[config.mk]
export PLATFORM = sky130hd
export DESIGN_NAME = uart_tx_arbiter
export DESIGN_NICKNAME = d
export VERILOG_FILES = /design/src/rtl/uart_tx_arbiter.sv
export SDC_FILE = /design/constraint.sdc
export NUM_CORES = 1
export LEC_CHECK = 0
export CORE_MARGIN = 4
export CORE_UTILIZATION = 50
export DETAILED_ROUTE_END_ITERATION = 10
export PLACE_DENSITY = 0.91
export SYNTH_ARGS = -nofsm -noshare
export SYNTH_HDL_FRONTEND = slang
export SYNTH_SLANG_ARGS = --single-unit
[constraint.sdc]
create_clock -name clk -period 5.8 [get_ports clk]
set_input_delay 0.58 -clock clk [delete_from_list [all_inputs] [get_ports clk]]
set_output_delay 0.58 -clock clk [all_outputs]
set_load 0.05 [all_outputs]
[src/rtl/uart_tx_arbiter.sv]
// uart_tx_arbiter
//   Shares one UART transmitter between N byte-stream requesters. A round-robin
//   pointer picks the next owner; the owner keeps the grant for a burst that ends
//   when it flags last, drops req, or has sent MAX_BURST bytes. Bytes are paced
//   from the UART's tx_busy output so only one write happens per busy period.
//
// Ports
//   clk          system clock
//   rst          synchronous, active-high reset
//   req[N]       requester i has a byte on dat[8i+7:8i]
//   dat[8N]      flattened request data, requester i at [8i+7:8i]
//   last[N]      the byte on dat of requester i ends its burst
//   ack[N]       one-cycle pulse, requester's byte taken (one-hot or 0)
//   grant[N]     one-hot current owner, 0 when idle
//   uart_wr      one-cycle write strobe to the UART
//   uart_dat     registered byte to the UART, valid while uart_wr=1
//   uart_tx_busy busy flag from the UART
//   busy         high whenever the arbiter is not idle
//   err_timeout  one-cycle pulse, UART never went busy after a write

module uart_tx_arbiter #(
    parameter int N            = 4,
    parameter int MAX_BURST    = 16,
    parameter int BUSY_TIMEOUT = 8
) (
    input  logic           clk,
    input  logic           rst,
    input  logic [N-1:0]   req,
    input  logic [8*N-1:0] dat,
    input  logic [N-1:0]   last,
    output logic [N-1:0]   ack,
    output logic [N-1:0]   grant,
    output logic           uart_wr,
    output logic [7:0]     uart_dat,
    input  logic           uart_tx_busy,
    output logic           busy,
    output logic           err_timeout
);

    localparam int         IW            = (N > 1) ? $clog2(N) : 1;
    localparam logic [7:0] BURST_LIMIT   = 8'(MAX_BURST);
    localparam logic [7:0] TIMEOUT_LIMIT = 8'(BUSY_TIMEOUT);

    typedef enum logic [1:0] {
        IDLE,
        ISSUE,
        WAIT_BUSY,
        WAIT_DONE
    } state_t;

    state_t        state, state_n;
    logic [IW-1:0] ptr, ptr_n;
    logic [IW-1:0] owner, owner_n;
    logic [7:0]    burst_cnt, burst_cnt_n;
    logic [7:0]    to_cnt, to_cnt_n;
    logic          last_q, last_q_n;
    logic [N-1:0]  ack_n, grant_n;
    logic          uart_wr_n;
    logic [7:0]    uart_dat_n;
    logic          busy_n, err_n;

    logic          sel_req, sel_last;
    logic [7:0]    sel_dat;
    logic          found;
    logic [IW-1:0] pick, cand;

    // The current owner's req/last/dat, selected by its index.
    always_comb begin
        sel_req  = 1'b0;
        sel_last = 1'b0;
        sel_dat  = 8'h00;
        for (int i = 0; i < N; i++) begin
            if (owner == IW'(i)) begin
                sel_req  = req[i];
                sel_last = last[i];
                sel_dat  = dat[8*i +: 8];
            end
        end
    end

    // Round-robin search starting just after the last released owner, so the
    // requester that released most recently is checked last.
    always_comb begin
        found = 1'b0;
        pick  = ptr;
        cand  = '0;
        for (int i = 1; i <= N; i++) begin
            cand = IW'((int'(ptr) + i) % N);
            if (!found && req[cand]) begin
                found = 1'b1;
                pick  = cand;
            end
        end
    end

    // Next-state and next-output logic; every output is registered from here.
    always_comb begin
        state_n     = state;
        ptr_n       = ptr;
        owner_n     = owner;
        burst_cnt_n = burst_cnt;
        to_cnt_n    = to_cnt;
        last_q_n    = last_q;
        grant_n     = grant;
        ack_n       = '0;
        uart_wr_n   = 1'b0;
        uart_dat_n  = uart_dat;
        err_n       = 1'b0;

        case (state)
            IDLE: begin
                if (found && !uart_tx_busy) begin
                    owner_n       = pick;
                    grant_n       = '0;
                    grant_n[pick] = 1'b1;
                    burst_cnt_n   = 8'd0;
                    state_n       = ISSUE;
                end
            end

            ISSUE: begin
                if (sel_req) begin
                    uart_wr_n   = 1'b1;
                    uart_dat_n  = sel_dat;
                    ack_n       = grant;
                    last_q_n    = sel_last;
                    burst_cnt_n = (burst_cnt == 8'hFF) ? burst_cnt : burst_cnt + 8'd1;
                    to_cnt_n    = 8'd0;
                    state_n     = WAIT_BUSY;
                end else begin
                    // Requester withdrew before its byte was taken.
                    grant_n = '0;
                    ptr_n   = owner;
                    state_n = IDLE;
                end
            end

            WAIT_BUSY: begin
                if (uart_tx_busy) begin
                    state_n = WAIT_DONE;
                end else begin
                    to_cnt_n = (to_cnt == 8'hFF) ? to_cnt : to_cnt + 8'd1;
                    if (to_cnt_n >= TIMEOUT_LIMIT) begin
                        err_n   = 1'b1;
                        grant_n = '0;
                        ptr_n   = owner;
                        state_n = IDLE;
                    end
                end
            end

            WAIT_DONE: begin
                if (!uart_tx_busy) begin
                    if (!last_q && sel_req && (burst_cnt < BURST_LIMIT)) begin
                        state_n = ISSUE;
                    end else begin
                        grant_n = '0;
                        ptr_n   = owner;
                        state_n = IDLE;
                    end
                end
            end

            default: begin
                grant_n = '0;
                state_n = IDLE;
            end
        endcase

        busy_n = (state_n != IDLE);
    end

    // State and output registers.
    always_ff @(posedge clk) begin
        if (rst) begin
            state       <= IDLE;
            ptr         <= IW'(N - 1);
            owner       <= '0;
            burst_cnt   <= 8'd0;
            to_cnt      <= 8'd0;
            last_q      <= 1'b0;
            grant       <= '0;
            ack         <= '0;
            uart_wr     <= 1'b0;
            uart_dat    <= 8'h00;
            busy        <= 1'b0;
            err_timeout <= 1'b0;
        end else begin
            state       <= state_n;
            ptr         <= ptr_n;
            owner       <= owner_n;
            burst_cnt   <= burst_cnt_n;
            to_cnt      <= to_cnt_n;
            last_q      <= last_q_n;
            grant       <= grant_n;
            ack         <= ack_n;
            uart_wr     <= uart_wr_n;
            uart_dat    <= uart_dat_n;
            busy        <= busy_n;
            err_timeout <= err_n;
        end
    end

endmodule

==> metrics.md <==
| Metric | Value |
|---|---|
| Headroom to the max-slew limit | `0.528` |
| Post-CTS Resized | `0` |
| DR vias | `slightly above 2000` |
| CTS Hold Buffers Added | `0` |
| Period minus WS final | `approximately 2.4 ns` |
| Placement Setup Slack | `approximately 3.1 ns` |
| Min-delay src | `uart_dat[7]` |
| Mapped Area | `2150 um2` |
| Commonest cells post-synth | `42 x dfxtp_1, 33 x nand2_1, 25 x a21oi_1` |
| Post-route DRC | `0` |
| Core footprint | `~4100 um2` |
| Final net count | `349` |
| CP Capture Type | `register` |
| Slowest CP cell | `dfxtp_1` |
| Worst r2r dst | `burst_cnt[6]` |
| RSZ-0062 raised after global routing | `no` |
| Chip Height | `~74 um` |
| ANT nets after route | `0` |
| Post-Route WL | `~5400 um` |
| Total GRT Usage | `0.206` |
| Gate Count Post-Synth | `247` |
| Crit path launch type | `register` |
| Met3 WL post-DR | `397 um` |
| Clock latency on the worst-skew pair | `between 0.2 and 0.3 ns` |
| Crit-path cells | `mux4_2 -> nand2_2 -> o21ai_0 -> nand4_1 -> xor2_1 -> nor2_1` |
| Clock Skew | `between 0.005 and 0.006 ns` |
| Largest net degree at the start of global routing | `40` |
| Starting Density | `0.527` |
| Measured slew at the worst slew-check pin | `approximately 0.7 ns` |
| Initial antenna violation count | `0` |
| Max Clk Rate | `424 MHz` |
| Layout cells sized above 1 | `0.0689` |
| Final WS setup | `between 3 and 4 ns` |
| Post-synth EDFFs | `0` |
| Leak pwr | `approximately 0.0010 uW` |
| Share of flip-flops with an asynchronous set or reset | `0` |
| GP Congestion | `0.822` |
| Synthesized area per cell | `between 8 and 9 um2` |
| Max Used Layer | `met4` |
| Crit path largest cell delay | `about 0.7 ns` |
| R2R cell count | `6` |
| Critical path startpoint | `owner[1]` |
| Status | `complete, no violations` |
| Detail Route met2 WL | `roughly 2600 um` |
| Max Cap Viol | `0` |
| Area growth syn-to-layout | `34.1%` |
| Synth Warn # | `0` |
| CP arrival | `2.54 ns` |
| Min-Delay Path Class | `register to register` |
| Slew Viols, Final | `0` |
| Fin crit share | `0.406` |
| Port buffer count | `between 60 and 70` |
| Crit Path Max Fanout | `19` |
| Final Hold Viols | `0` |
| Hold endpoint | `uart_dat[7]` |
| CTS tree | `yes` |
| Top post-synthesis cells by area | `dfxtp_1 39%, mux4_2 10%, a21oi_1 5.8%` |
| CTS clk-pin slew, worst paths | `~0.080 ns` |
| Sink Count | `42` |
| Worst vdd ir | `between 0.0001 and 0.00015 V` |
| Worst Path Required | `around 6 ns` |
| Total setup buffers inserted after CTS | `0` |
| Power Dens Cells | `approximately 230 nW/um2` |
| Setup Viol. Count Final | `0` |
| FF+latch count, synth | `42` |
| Num ports | `62` |
| DP Wirelength | `about 4000 um` |
| Flop-to-flop setup slack | `3.44 ns` |
| CTS Buf Count | `5` |
| Setup TNS | `0 ns` |
| TritonRoute pass-1 iters | `5` |
| Die ar. | `around 5400 um2` |
| CP Class | `register to register` |
| CTS Buffer Depth | `2` |
| Most used flip-flop cell after synthesis | `dfxtp_1` |
| CTS root buf | `clkbuf_8` |
| Vias/cell | `around 5.8` |
| First-pass GRT wire length | `roughly 8800 um` |
| FP Rows | `23` |
| Library cells used by synthesis | `44` |
| DRT met1 WL | `~2300 um` |
| Synth top area share | `0.391` |
| H-tree depth | `2` |
| WL/cell | `~15 um` |
| Ant. Diodes | `0` |
| Grt total ovfl | `0` |
| Hold path depth | `2` |
| Cell taking the most area after synthesis | `dfxtp_1` |
| FF-to-FF Start | `owner[1]` |
| Chip Width | `73.6 um` |
| Net count after synthesis | `292` |
| Number of global-route vias before repair | `between 1500 and 2000` |
| Seq/Total Area, Yosys | `0.391` |
| Most common cell in the netlist | `dfxtp_1` |
| Total Power | `between 600 and 700 uW` |
| Iter 0 DRT Violations | `158` |
==> critical path: cells and delay by family (launching register included) <==
family	cells	cell delay, ns
AOI/OAI and AO/OA	1	0.22
DFF	1	0.69
muxes	1	0.63
and+or+nand+nor	3	0.54
xor gates and xnor gates	1	0.16
==> registers in the layout, summed over array words and instances, names as in the netlist <==
name         count
to_cnt           8
last_q           1
busy             1
ptr              2
uart_dat         8
ack              4
uart_wr          1
grant            4
burst_cnt        8
owner            2
state            2
err_timeout      1
==> worst max path at each step <==
stage                   endpoint  slack [ns]  cells past startpoint
detailed placement  burst_cnt[6]        3.15                      7
CTS                 burst_cnt[6]        3.44                      6
floorplan                 ptr[0]        3.86                      7
finish              burst_cnt[6]        3.44                      6
global route        burst_cnt[7]        3.23                      6
global placement    burst_cnt[6]        3.24                      7
==> cells in the final DEF, fill, tap and decap left out, drive strengths merged, types with 2 or more instances in the layout <==
master,count
nor2b,3
nor4,4
dfxtp,42
ha,2
and3,6
o21ai,7
nand3b,2
nor3,13
clkbuf,7
nand3,9
a31oi,3
mux2i,3
mux4,10
clkdlybuf4s50,61
inv,6
xnor2,3
and2,4
nand4,2
a2111oi,2
or4,2
nand2b,8
a21oi,25
a221o,3
or3,2
nor2,22
o32ai,4
xor2,3
nand2,34
==> final cells by class <==
class	instances	area [um2]
repair buffers	62	618
inverters	6	22.5
well taps	50	62.6
flip-flops and latches	42	841
clock buffers	7	76.3
multi-input cells	187	1230
clock inverters	1	30.0
fillers	323	1200
==> cells by family after synthesis <==
| family | count (synthesis) | synth area share |
|---|---|---|
| simple gates | 115 | 0.266 |
| compound gates | 51 | 0.153 |
| flops | 42 | 0.391 |
| buf+inv | 18 | 0.0355 |
| mux | 13 | 0.119 |
| xor+xnor | 6 | 0.0244 |
| fa+ha+maj | 2 | 0.0116 |
==> through the flow <==
| step | area (um2) | hold WS, ns | instances | utilization |
|---|---|---|---|---|
| detailed placement | 2780 | 0.445 | 347 | 0.680 |
| global route | 2890 | 0.484 | 355 | 0.706 |
| finish | 2890 | 0.456 | 355 | 0.706 |
| floorplan | 2150 | 0.436 | 247 | - |
| CTS | 2890 | 0.456 | 355 | 0.706 |
| global placement | 2780 | 0.441 | 347 | 0.680 |
==> layer usage <==
metal / vias to the layer above / GRT usage
li1: 1011 / -
met1: 942 / 0.256
met2: 85 / 0.335
met3: 6 / 0.0643
met4: 0 / 0.0724
met5: - / 0
==> report_power, final <==
group	switching, uW	leakage (uW)	internal [uW]
sequential	13.6	0.000340	298
clock	96.3	0.0000524	129
combinational	66.9	0.000626	67.0
total	177	0.00102	494
(Power assumes the default switching activity.)
